$ cat src/rtl/namco_wsg_pkg.sv
// namco_wsg_pkg: shared FSM states, register indices and mix constants for the WSG
package namco_wsg_pkg;
  typedef enum logic [2:0] {IDLE, SETUP, FETCH, ACC, OUT} state_t;
  localparam logic [2:0] REG_FREQ0 = 3'd0;
  localparam logic [2:0] REG_FREQ1 = 3'd1;
  localparam logic [2:0] REG_FREQ2 = 3'd2;
  localparam logic [2:0] REG_FREQ3 = 3'd3;
  localparam logic [2:0] REG_FREQ4 = 3'd4;
  localparam logic [2:0] REG_WAVE  = 3'd5;
  localparam logic [2:0] REG_VOL   = 3'd6;
  localparam int WAVE_BIAS = 8;
  localparam int MIX_W = 11;
endpackage

$ cat src/rtl/namco_wsg_regfile.sv
// namco_wsg_regfile: per-voice nibble registers with write decode and a combinational voice select
module namco_wsg_regfile
  import namco_wsg_pkg::*;
#(
  parameter int NUM_CH = 3,
  parameter int ACC_W  = 20
) (
  input  logic             clk_pixel,
  input  logic             reset_n,
  input  logic             reg_we,
  input  logic [5:0]       reg_addr,
  input  logic [3:0]       reg_wdata,
  input  logic [2:0]       sel,
  output logic [ACC_W-1:0] freq,
  output logic [3:0]       wave,
  output logic [3:0]       vol
);
  logic [3:0] regs [NUM_CH][7];
  // store nibbles; reserved idx7 and voices beyond NUM_CH never match the decode
  always_ff @(posedge clk_pixel or negedge reset_n)
    if (!reset_n) begin
      for (int v = 0; v < NUM_CH; v++)
        for (int i = 0; i < 7; i++)
          regs[v][i] <= '0;
    end else if (reg_we) begin
      for (int v = 0; v < NUM_CH; v++)
        for (int i = 0; i < 7; i++)
          if (reg_addr == {3'(v), 3'(i)})
            regs[v][i] <= reg_wdata;
    end
  // present the selected voice's settings
  always_comb begin
    freq = '0;
    wave = '0;
    vol = '0;
    for (int v = 0; v < NUM_CH; v++)
      if (sel == 3'(v)) begin
        freq = ACC_W'({regs[v][REG_FREQ4], regs[v][REG_FREQ3], regs[v][REG_FREQ2],
                       regs[v][REG_FREQ1], regs[v][REG_FREQ0]});
        wave = regs[v][REG_WAVE];
        vol = regs[v][REG_VOL];
      end
  end
endmodule

$ cat src/rtl/namco_wsg.sv
// namco_wsg: multi-voice wavetable sound generator; NAMCO_WSG_LPF_EN adds a one-pole output low-pass
module namco_wsg
  import namco_wsg_pkg::*;
#(
  parameter int NUM_CH    = 3,
  parameter int CLK_HZ    = 47828000,
  parameter int SAMPLE_HZ = 24000,
  parameter int ACC_W     = 20,
  parameter int OUT_W     = 16
) (
  input  logic                    clk_pixel,
  input  logic                    reset_n,
  input  logic                    reg_we,
  input  logic [5:0]              reg_addr,
  input  logic [3:0]              reg_wdata,
  output logic                    wave_req,
  output logic [8:0]              wave_addr,
  input  logic                    wave_ack,
  input  logic [3:0]              wave_data,
  output logic signed [OUT_W-1:0] sample_out,
  output logic                    sample_stb,
  output logic                    overrun
);
  localparam int DIV = CLK_HZ / SAMPLE_HZ;
  localparam int CNT_W = $clog2(DIV + 1);
  logic [CNT_W-1:0] cnt;
  logic tick;
  state_t state;
  logic [2:0] ch;
  logic [3:0] smp, wave, vol;
  logic [ACC_W-1:0] freq, acc_sel;
  logic [ACC_W-1:0] acc [NUM_CH];
  logic signed [MIX_W-1:0] sum, term;
  logic signed [OUT_W-1:0] raw;
  namco_wsg_regfile #(.NUM_CH(NUM_CH), .ACC_W(ACC_W)) u_regs (
    .clk_pixel(clk_pixel),
    .reset_n(reset_n),
    .reg_we(reg_we),
    .reg_addr(reg_addr),
    .reg_wdata(reg_wdata),
    .sel(ch),
    .freq(freq),
    .wave(wave),
    .vol(vol)
  );
  assign tick = cnt == CNT_W'(DIV - 1);
  assign term = MIX_W'($signed({2'b00, vol})) * MIX_W'($signed({2'b00, smp}) - $signed(6'(WAVE_BIAS)));
  assign raw = OUT_W'(sum) << (OUT_W - MIX_W);
  // sample-rate divider
  always_ff @(posedge clk_pixel or negedge reset_n)
    if (!reset_n) cnt <= '0;
    else cnt <= tick ? '0 : cnt + 1'b1;
  // phase of the voice being mixed
  always_comb begin
    acc_sel = '0;
    for (int v = 0; v < NUM_CH; v++)
      if (ch == 3'(v)) acc_sel = acc[v];
  end
  // phase accumulators advance once per mix, muted or not
  always_ff @(posedge clk_pixel or negedge reset_n)
    if (!reset_n) begin
      for (int v = 0; v < NUM_CH; v++) acc[v] <= '0;
    end else begin
      for (int v = 0; v < NUM_CH; v++)
        if (state == ACC && ch == 3'(v)) acc[v] <= acc[v] + freq;
    end
  // mix sequencer: walk the voices, fetch a sample for each audible one, accumulate
  always_ff @(posedge clk_pixel or negedge reset_n)
    if (!reset_n) begin
      state <= IDLE;
      ch <= '0;
      sum <= '0;
      smp <= '0;
      wave_req <= 1'b0;
      wave_addr <= '0;
      sample_stb <= 1'b0;
      overrun <= 1'b0;
    end else begin
      sample_stb <= 1'b0;
      overrun <= tick && state != IDLE;
      case (state)
        IDLE: if (tick) begin
          state <= SETUP;
          ch <= '0;
          sum <= '0;
        end
        SETUP: if (vol == 4'd0) begin
          smp <= 4'(WAVE_BIAS);
          state <= ACC;
        end else begin
          wave_req <= 1'b1;
          wave_addr <= {wave, acc_sel[ACC_W-1 -: 5]};
          state <= FETCH;
        end
        FETCH: if (wave_ack) begin
          smp <= wave_data;
          wave_req <= 1'b0;
          state <= ACC;
        end
        ACC: begin
          sum <= sum + term;
          ch <= ch + 3'd1;
          state <= ch == 3'(NUM_CH - 1) ? OUT : SETUP;
        end
        OUT: begin
          sample_stb <= 1'b1;
          state <= IDLE;
        end
        default: state <= IDLE;
      endcase
    end
`ifdef NAMCO_WSG_LPF_EN
  logic signed [OUT_W+1:0] y, x;
  logic signed [OUT_W+2:0] d;
  assign x = {raw, 2'b00};
  assign d = (OUT_W+3)'(x) - (OUT_W+3)'(y);
  assign sample_out = y[OUT_W+1:2];
  // one-pole low-pass updated once per finished mix
  always_ff @(posedge clk_pixel or negedge reset_n)
    if (!reset_n) y <= '0;
    else if (state == OUT) y <= y + (OUT_W+2)'(d >>> 2);
`else
  // latch the scaled mix when it completes
  always_ff @(posedge clk_pixel or negedge reset_n)
    if (!reset_n) sample_out <= '0;
    else if (state == OUT) sample_out <= raw;
`endif
endmodule

$ cat config.mk
export PLATFORM = sky130hd
export DESIGN_NAME = namco_wsg
export DESIGN_NICKNAME = d
export VERILOG_FILES = /design/src/rtl/namco_wsg_pkg.sv /design/src/rtl/namco_wsg_regfile.sv /design/src/rtl/namco_wsg.sv
export SDC_FILE = /design/constraint.sdc
export NUM_CORES = 1
export LEC_CHECK = 0
export CORE_MARGIN = 2
export CORE_UTILIZATION = 35
export CTS_CLUSTER_SIZE = 16
export DETAILED_ROUTE_END_ITERATION = 12
export PLACE_DENSITY = 0.53
export SLEW_MARGIN = 20
export SYNTH_ARGS = -nofsm -noshare
export SYNTH_HDL_FRONTEND = slang
export SYNTH_SLANG_ARGS = --single-unit
$ cat constraint.sdc
create_clock -name clk_pixel -period 5.6 [get_ports clk_pixel]
set_input_delay 1.68 -clock clk_pixel [delete_from_list [all_inputs] [get_ports clk_pixel]]
set_output_delay 1.68 -clock clk_pixel [all_outputs]
set_load 0.01 [all_outputs]
## Word level (Yosys, flattened, before mapping)

Cells that the tools add are included.

| storage, ports and cells | value |
|---|---|
| input bits | 18 |
| output and inout bits | 28 |
| register bits after elaboration | 199 |

| operators by class | value |
|---|---|
| eq/ne operators | 31 |
| multiply operators | 1 |
| bitwise gates (word level) | 1 |
| $add $sub $neg | 7 |
| mux-type cells | 29 |
| reductions and logical operators | 37 |

Operators with widths:

| operator | count |
|---|---|
| $mux 20 | 6 |
| $add 20x20->20 | 3 |
| $reduce_and 2->1 | 24 |
| $eq 6x4->1 const B | 7 |
| $eq 6x5->1 const B | 7 |
| $mux 4 | 8 |
| $mux 11 | 2 |
| $pmux 11 s2 | 1 |
| $eq 6x3->1 const B | 3 |
| $eq 6x2->1 const B | 2 |
| $mux 3 | 4 |
| $pmux 3 s4 | 1 |
| $add 11x1->11 const B | 1 |
| $add 11x10->11 | 1 |
| $eq 11x11->1 const B | 1 |
| $mul 5x5->10 | 1 |
| $eq 3x2->1 const B | 3 |
| $ne 2x2->1 const B | 4 |
| $pmux 4 s2 | 1 |
| $eq 3x1->1 const B | 2 |
| $eq 6x1->1 const B | 1 |
| $logic_not 3->1 | 2 |
| $logic_not 6->1 | 1 |
| $pmux 3 s2 | 1 |
| other kinds (11) | 19 |

## Depth between registers and ports, before layout

Gate-level depths: netlist of run 1.

| logic depth | value |
|---|---|
| depth in word-level cells | 7 |
| depth in mapped cells | 22 |
| depth with buffers taken out | 22 |

## Cells and area by module

A second synthesis of run 1 with hierarchy kept.

| unflattened totals | value |
|---|---|
| cells, all modules | 1208 |
| area, all modules | 12478.2 µm² |

By module, submodules not included:

| module | cells an instance | area each (µm²) | times used | seq. area each (µm²) |
|---|---|---|---|---|
| namco_wsg | 897 | 8399.3 | 1 | 2877.8 |
| namco_wsg_regfile | 311 | 4078.9 | 1 | 2102.0 |

## Worst setup path after synthesis of run 1

Ideal clock, no wire load.

| path | value |
|---|---|
| path kind | register -> register |
| start | register ch[0] |
| end | register sum[10] |
| arrival | 4.923 ns |
| data required time | 5.472 ns |
| buffers on the path | 0 |
| stages on the path, launching flop included | 21 |
| setup time | 0.128 ns |
| slack | 0.548 ns |
| cell sequence | dfrtp_1 ha_1 nor2b_1 a221o_1 o21ai_1 nand2_1 fa_1 fa_1 inv_1 fa_1 inv_1 fa_1 inv_1 ha_1 a21o_1 a21oi_1 o21bai_1 a21oi_1 o21ai_0 xnor2_1 o21ai_0 |

| on the way | value |
|---|---|
| word-level cells in the longest chain between the ends | 7 |
| elaborated cells on any way between the ends | 9 |
| classes of those cells | 1 x add/sub; 1 x mul; 2 x eq/ne; 4 x mux; 1 x reduce/logical |

RTL lines:

| what | line | source |
|---|---|---|
| start: declaration | namco_wsg.sv:29 | `logic [2:0] ch;` |
| start signal: assignment | namco_wsg.sv:102 | `ch <= ch + 3'd1;` |
| $logic_not 3->1 | namco_wsg_regfile.sv:37 | `if (sel == 3'(v)) begin` |
| $mux 4 (2 in series) | namco_wsg_regfile.sv:37 |  |
| $mux 4 (*) | namco_wsg_regfile.sv:37 |  |
| $mul 5x5->10 (*) | namco_wsg.sv:47 | `assign term = MIX_W'($signed({2'b00, vol})) * MIX_W'($signed({2'b00, smp}) - $signed(6'(WAVE_BIAS)));` |
| $add 11x10->11 (*) | namco_wsg.sv:101 | `sum <= sum + term;` |
| $pmux 11 s2 (*) | namco_wsg.sv:81 | `case (state)` |
| end signal: assignment | namco_wsg.sv:101 |  |
| end: declaration | namco_wsg.sv:33 | `logic signed [MIX_W-1:0] sum, term;` |

Mark *: on every way between the ends. The rest lies on a longest branch, timed or not.
A chain may end at the register's enable or synchronous reset.

## Worst setup path in the final report of run 1

| path | value |
|---|---|
| start | register ch[1] |
| end | register sum[10] |

Same word-level chain as after synthesis.

==> impl_metrics.yaml, run 1 <==
floorplan:
  core_area_sq_um: 34500
  die_h_um: 191
  floorplan.rows: 68
  initial_utilization_pct: 35.4
  die_area_sq_um: 36400
  die_w_um: 191
  ios: 46
synthesis:
  synth-edff-count: 0
  netlist_area_sq_um: 12200
  synth-warning-count: 0
  postSynthAreaPerCell_sq_um: 9.83
  synth_area_leader_cell: "sky130_fd_sc_hd__dfrtp_1"
  ys_ff_latch: 199
  synth_ff_type: "sky130_fd_sc_hd__dfrtp_1"
  post_synth_main_area_contributors: "sky130_fd_sc_hd__dfrtp_1, sky130_fd_sc_hd__mux2_2, sky130_fd_sc_hd__ha_1"
  netlist.area_leader.share_pct: 40.8
  share_of_the_yosys_chip_area_belonging_to_registers_pct: 40.8
  post_synth_num_cell_types: 64
  netlist_instances: 1242
  synthArstFlopShare_pct: 100
final_layout:
  layout.cells.most_common_list: "sky130_fd_sc_hd__dfrtp_1, sky130_fd_sc_hd__nand2_1, sky130_fd_sc_hd__nor2_1"
  layout_filler_cell_count: 3423
  instances_no_fill: 1728
  synthToLayoutAreaGrowth_pct: 11.6
  post_route_cells_drive_above_1_share_pct: 13.2
  layout_commonest_cell: "sky130_fd_sc_hd__dfrtp_1"
  antenna-diode-count: 0
  final-seq-area_sq_um: 4980
  finish.net_count: 1386
  multi_input_comb_area_sq_um: 6830
hold_path:
  min_path_type: "flop to flop"
clock_network:
  clkSlewWorstSetupHoldPaths_ns: 0.08
  cts_root_buf: "sky130_fd_sc_hd__clkbuf_16"
  clock_tree.buffer_depth: 2
  clock_tree.htree_level_count: 4
  insertion_delay_ns: 0.45
  post-cts-setup-buffers: 0
  post_cts_hold_buffer_count: 0
  cts-buffers-inserted: 17
  tritoncts: "built"
  numClockSinks: 199
timing:
  final-hold-violation-count: 0
  clock.fmax_mhz: 194
  skew_ns: 0.0130
  rsz0062_at_grt: "false"
  final-setup-viol-count: 0
  final.period_utilization_pct: 92.2
  relSlewSlack_pct: 30.6
  worst-slew-pin-transition_ns: 1.03
  period_minus_slack_ns: 5.16
  setup_tns_ns: 0
  report.final.slew_viol_count: 0
routing:
  detailedRoute.firstIterationViolations: 414
  viasPerCell: 5.18
  detail-route-antenna-nets: 0
  wl_per_cell_um: 16.5
  drt-total-wl_um: 28400
  num_vias: 8952
  firstDrtPassIters: 5
  post-route-drc-count: 0
critical_path:
  startpoint_type: "flop"
  worst-endpoint-required_ns: 5.92
  worst_ep_arrival_time_ns: 5.48
  endpoint_class_of_the_critical_path: "flop"
  path_max_fanout: 6
  critPathKind: "flop to flop"
global_routing:
  grt.overflow.total: 0
  first_pass_grt_wire_length_um: 47200
  grt_antenna_before_repair: 0
  grt_start_max_net_pins: 107
  grt_util_all_layers_pct: 16.4
  vias_in_the_first_global_route: 8709
status:
  status: "finished clean"
pwr:
  p_leak_nw: 6.38
  power_per_cell_area_nw_per_um2: 489
  ir_drop_uv: 242
job:
  timing.max_cap.violations: 0
placed_design:
  dp.final_hpwl_um: 20300
  dpl_cells: 1697
  port-buffer-count: 40
  gp_routability_congestion: 0.800
synth_stat cells, drive strengths merged, types with 7 or more instances:
master and instances:
mux2 108, clkbuf 48, o21bai 11, xor2 28, dfrtp 199, a211oi 14
nand3 13, o31ai 9, ha 90, o21ai 93, nand2b 8, xnor2 35
nor2b 16, nand2 131, nor3 15, fa 17, and2 10, and3 7
nor2 127, a21oi 65, a21o 20, a221oi 30, buf 9, inv 49
nand4 10, nor3b 8
final cells by class:
class | instances | area share (%)
inverter | 50 | 1.38
clock inverter | 13 | 0.827
multi-input combinational | 940 | 50.1
clock buffer | 18 | 3.15
sequential | 199 | 36.6
timing repair buffer | 53 | 3.77
tap | 455 | 4.18
cells by family (layout without fill, tap and decap cells):
group,count (synthesis),after routing,synth area share (%)
AOI/OAI and AO/OA,289,289,15.3
adders and majority gates,107,107,12.0
buffers and inverters,107,134,3.51
xor gates and xnor gates,63,63,4.52
DFF,199,199,40.8
muxes,113,113,10.4
and+or+nand+nor,363,363,13.5
other,1,5,0.0307
worst paths after layout:
| path | slack, ns | start | cells past startpoint | endpoint |
|---|---|---|---|---|
| worst max-delay path | 0.44 | ch[1] | 21 | sum[10] |
| worst min register to register | 0.46 | cnt[0] | 1 | cnt[0] |
| worst min-delay path | 0.46 | cnt[0] | 1 | cnt[0] |
| worst max register to register | 0.44 | ch[1] | 21 | sum[10] |
| max in group asynchronous | 3.21 | reset_n | 2 | u_regs.regs[35] |
| min in group asynchronous | 1.32 | reset_n | 1 | cnt[7] |
critical path: stages (launching register included):
cell and delay (ns):
sky130_fd_sc_hd__dfrtp_1 0.39, sky130_fd_sc_hd__inv_1 0.08, sky130_fd_sc_hd__ha_1 0.24, sky130_fd_sc_hd__nor2b_2 0.19, sky130_fd_sc_hd__a221o_1 0.36, sky130_fd_sc_hd__o21ai_1 0.11
sky130_fd_sc_hd__nand2_1 0.10, sky130_fd_sc_hd__fa_1 0.51, sky130_fd_sc_hd__fa_1 0.54, sky130_fd_sc_hd__inv_1 0.05, sky130_fd_sc_hd__fa_1 0.52, sky130_fd_sc_hd__inv_1 0.05
sky130_fd_sc_hd__fa_1 0.50, sky130_fd_sc_hd__inv_1 0.07, sky130_fd_sc_hd__ha_1 0.29, sky130_fd_sc_hd__a21o_1 0.16, sky130_fd_sc_hd__a21oi_1 0.21, sky130_fd_sc_hd__o21bai_1 0.11
sky130_fd_sc_hd__a21oi_2 0.17, sky130_fd_sc_hd__o21ai_0 0.14, sky130_fd_sc_hd__xnor2_1 0.16, sky130_fd_sc_hd__o21ai_0 0.08
sequential cells by signal (all words and copies together) (netlist names):
name	cells
state	3
u_regs.regs	84
ch	3
smp	4
sample_out	11
wave_addr	9
sum	11
sample_stb	1
acc	60
overrun	1
cnt	11
wave_req	1
routing by layer:
layer | vias to the layer above | track usage [%] | routed length, um
met3 | 16 | 2.82 | 802
met1 | 4359 | 22.1 | 13700
met2 | 107 | 27.5 | 13700
met5 | - | 0 | 0
met4 | 0 | 3.40 | 271
li1 | 4470 | - | -
where the power goes:
group          switching, mW  total (mW)  leakage (nW)  internal (mW)
Combinational           1.93        3.35          3.50           1.42
Clock                  0.608        1.19         0.262          0.581
Sequential             0.307        2.12          2.62           1.81
Total                   2.84        6.66          6.38           3.82
stage by stage:
| stage | hold slack, ns | utilization (%) | setup slack, ns | power [mW] | instance area (sq um) |
|---|---|---|---|---|---|
| after floorplan | 0.433 | - | 0.548 | 4.60 | 12200 |
| after global placement | 0.446 | 38.0 | 0.449 | 5.47 | 13100 |
| after detailed placement | 0.457 | 38.0 | 0.389 | 5.52 | 13100 |
| after CTS | 0.466 | 39.5 | 0.364 | 6.74 | 13600 |
| after global routing | 0.498 | 39.5 | 0.0317 | 7.27 | 13600 |
| final | 0.463 | 39.5 | 0.436 | 6.66 | 13600 |
repair_timing:
action,CTS,global route
hold endpoints to repair,0,0
gates resized for setup,0,1
setup endpoints to repair,0,1
Power figures use the tool's default switching activity.
==> run 2, diff against run 1 <==
CAP_MARGIN = 10   (was default)
CELL_PAD_IN_SITES_DETAIL_PLACEMENT = 1   (was default)
CELL_PAD_IN_SITES_GLOBAL_PLACEMENT = 1   (was default)
PLACE_DENSITY = 0.63   (was 0.53)
==> impl_metrics.yaml, run 2 (same netlist as run 1, synthesis figures left out) <==
global_routing:
  first_pass_grt_wire_length_um: 51700
  grt_antenna_before_repair: 0
  vias_in_the_first_global_route: 9644
  grt_start_max_net_pins: 91
  grt_util_all_layers_pct: 18.0
  grt.overflow.total: 0
floorplan:
  ios: 46
  floorplan.rows: 68
  die_w_um: 191
  die_h_um: 191
  initial_utilization_pct: 35.4
  die_area_sq_um: 36400
  core_area_sq_um: 34500
timing:
  rsz0062_at_grt: "false"
  relSlewSlack_pct: 33.0
  skew_ns: 0.0149
  period_minus_slack_ns: 5.25
  final-setup-viol-count: 0
  clock.fmax_mhz: 190
  report.final.slew_viol_count: 0
  final.period_utilization_pct: 93.7
  hold_slack_ns: 0.463
  worst-slew-pin-transition_ns: 0.995
  final-hold-violation-count: 0
  setup_tns_ns: 0
critical_path:
  worst-endpoint-required_ns: 5.93
  path_max_fanout: 7
  endpoint_class_of_the_critical_path: "flop"
  startpoint_type: "flop"
  critPathKind: "flop to flop"
  worst_ep_arrival_time_ns: 5.58
routing:
  post-route-drc-count: 0
  num_vias: 9134
  wl_per_cell_um: 18.0
  detail-route-antenna-nets: 0
  viasPerCell: 5.27
  detailedRoute.firstIterationViolations: 352
  drt-total-wl_um: 31200
  firstDrtPassIters: 4
final_layout:
  regMostFlops: "u_regs.regs"
  layout_commonest_cell: "sky130_fd_sc_hd__dfrtp_1"
  layout_filler_cell_count: 3885
  layout.cells.most_common_list: "sky130_fd_sc_hd__dfrtp_1, sky130_fd_sc_hd__nand2_1, sky130_fd_sc_hd__nor2_1"
  finish.utilization_pct: 39.8
  largest_reg_flops: 84
  synthToLayoutAreaGrowth_pct: 12.2
  finish.net_count: 1391
  antenna-diode-count: 0
  largest_registers: "u_regs.regs (84), acc (60)"
  postLayoutCellArea_sq_um: 13700
  post_route_cells_drive_above_1_share_pct: 13.8
placed_design:
  port-buffer-count: 40
  dp.final_hpwl_um: 22800
  gp_routability_congestion: 0.788
  placement.cell_area_sq_um: 13100
pwr:
  power_per_cell_area_nw_per_um2: 498
  p_leak_nw: 6.43
  ir_drop_uv: 262
job:
  timing.max_cap.violations: 0
clock_network:
  insertion_delay_ns: 0.46
  cts-buffers-inserted: 17
  post_cts_hold_buffer_count: 0
  numClockSinks: 199
  tritoncts: "built"
  clkSlewWorstSetupHoldPaths_ns: 0.08
  cts_root_buf: "sky130_fd_sc_hd__clkbuf_16"
  clock_tree.htree_level_count: 4
  clock_tree.buffer_depth: 2
status:
  status: "finished clean"
hold_path:
  min_path_type: "flop to flop"
==> run 2: cell types whose count changed in the layout (fill, tap and decap cells not counted), sizes merged <==
cell      before  now
inv           56   60
buf           13   18
clkinv         5    4
clkbuf        19   18
clkinvlp       2    1
==> run 2: path summary, 6_finish.rpt <==
| path | cells after the start | to | slack (ns) | startpoint |
|---|---|---|---|---|
| hold / removal | 1 | cnt[0] | 0.46 | cnt[0] |
| setup reg to reg | 20 | sum[9] | 0.35 | ch[1] |
| max in group asynchronous | 2 | acc[10] | 3.29 | reset_n |
| hold reg to reg | 1 | cnt[0] | 0.46 | cnt[0] |
| setup / recovery | 20 | sum[9] | 0.35 | ch[1] |
| min in group asynchronous | 1 | cnt[1] | 1.30 | reset_n |
==> run 2: routing by layer <==
layer	track usage, %	routed length, um	vias to the layer above
li1	-	-	4451
met1	23.5	14800	4587
met2	31.3	15400	75
met3	2.50	601	21
met4	4.65	373	0
met5	0	0	-
==> run 2: worst max-delay path, cell delays in order (launching register included) <==
cell and delay (ns):
sky130_fd_sc_hd__dfrtp_1 0.40, sky130_fd_sc_hd__inv_1 0.08, sky130_fd_sc_hd__ha_1 0.25, sky130_fd_sc_hd__nor2b_2 0.23, sky130_fd_sc_hd__a221o_1 0.37, sky130_fd_sc_hd__o21ai_1 0.10
sky130_fd_sc_hd__nand2_1 0.11, sky130_fd_sc_hd__fa_1 0.52, sky130_fd_sc_hd__fa_1 0.54, sky130_fd_sc_hd__inv_1 0.05, sky130_fd_sc_hd__fa_1 0.53, sky130_fd_sc_hd__inv_1 0.05
sky130_fd_sc_hd__fa_1 0.49, sky130_fd_sc_hd__inv_1 0.07, sky130_fd_sc_hd__fa_1 0.45, sky130_fd_sc_hd__a21oi_1 0.15, sky130_fd_sc_hd__o21bai_1 0.11, sky130_fd_sc_hd__a21o_1 0.18
sky130_fd_sc_hd__a21oi_1 0.17, sky130_fd_sc_hd__xor2_1 0.17, sky130_fd_sc_hd__o21ai_0 0.09
==> run 2: final cells by class <==
type                       instances  area [sq um]  area share, %
clock buffer                      17           425           3.11
clock inverter                    15           149           1.09
inverter                          50           188           1.37
multi-input combinational        940          6840           49.9
sequential                       199          4980           36.3
tap                              455           569           4.16
timing repair buffer              58           552           4.03
==> run 2: metrics by stage <==
stage	setup WS (ns)	total power, mW	cells
final	0.350	6.83	1734
after floorplan	0.548	4.60	1246
after global placement	0.403	5.53	1702
after detailed placement	0.304	5.63	1702
after CTS	0.298	6.93	1734
after global routing	0.0118	7.47	1734
==> run 2: where the power goes <==
group | internal (mW) | total (mW) | switching, mW
sequential | 1.81 | 2.13 | 0.322
combinational | 1.45 | 3.44 | 1.99
clock | 0.599 | 1.26 | 0.660
total | 3.86 | 6.83 | 2.97
==> run 2: timing repair <==
action,CTS,global route
endpoints found under the setup margin,0,1
setup buffers,0,0
resized for setup,0,3
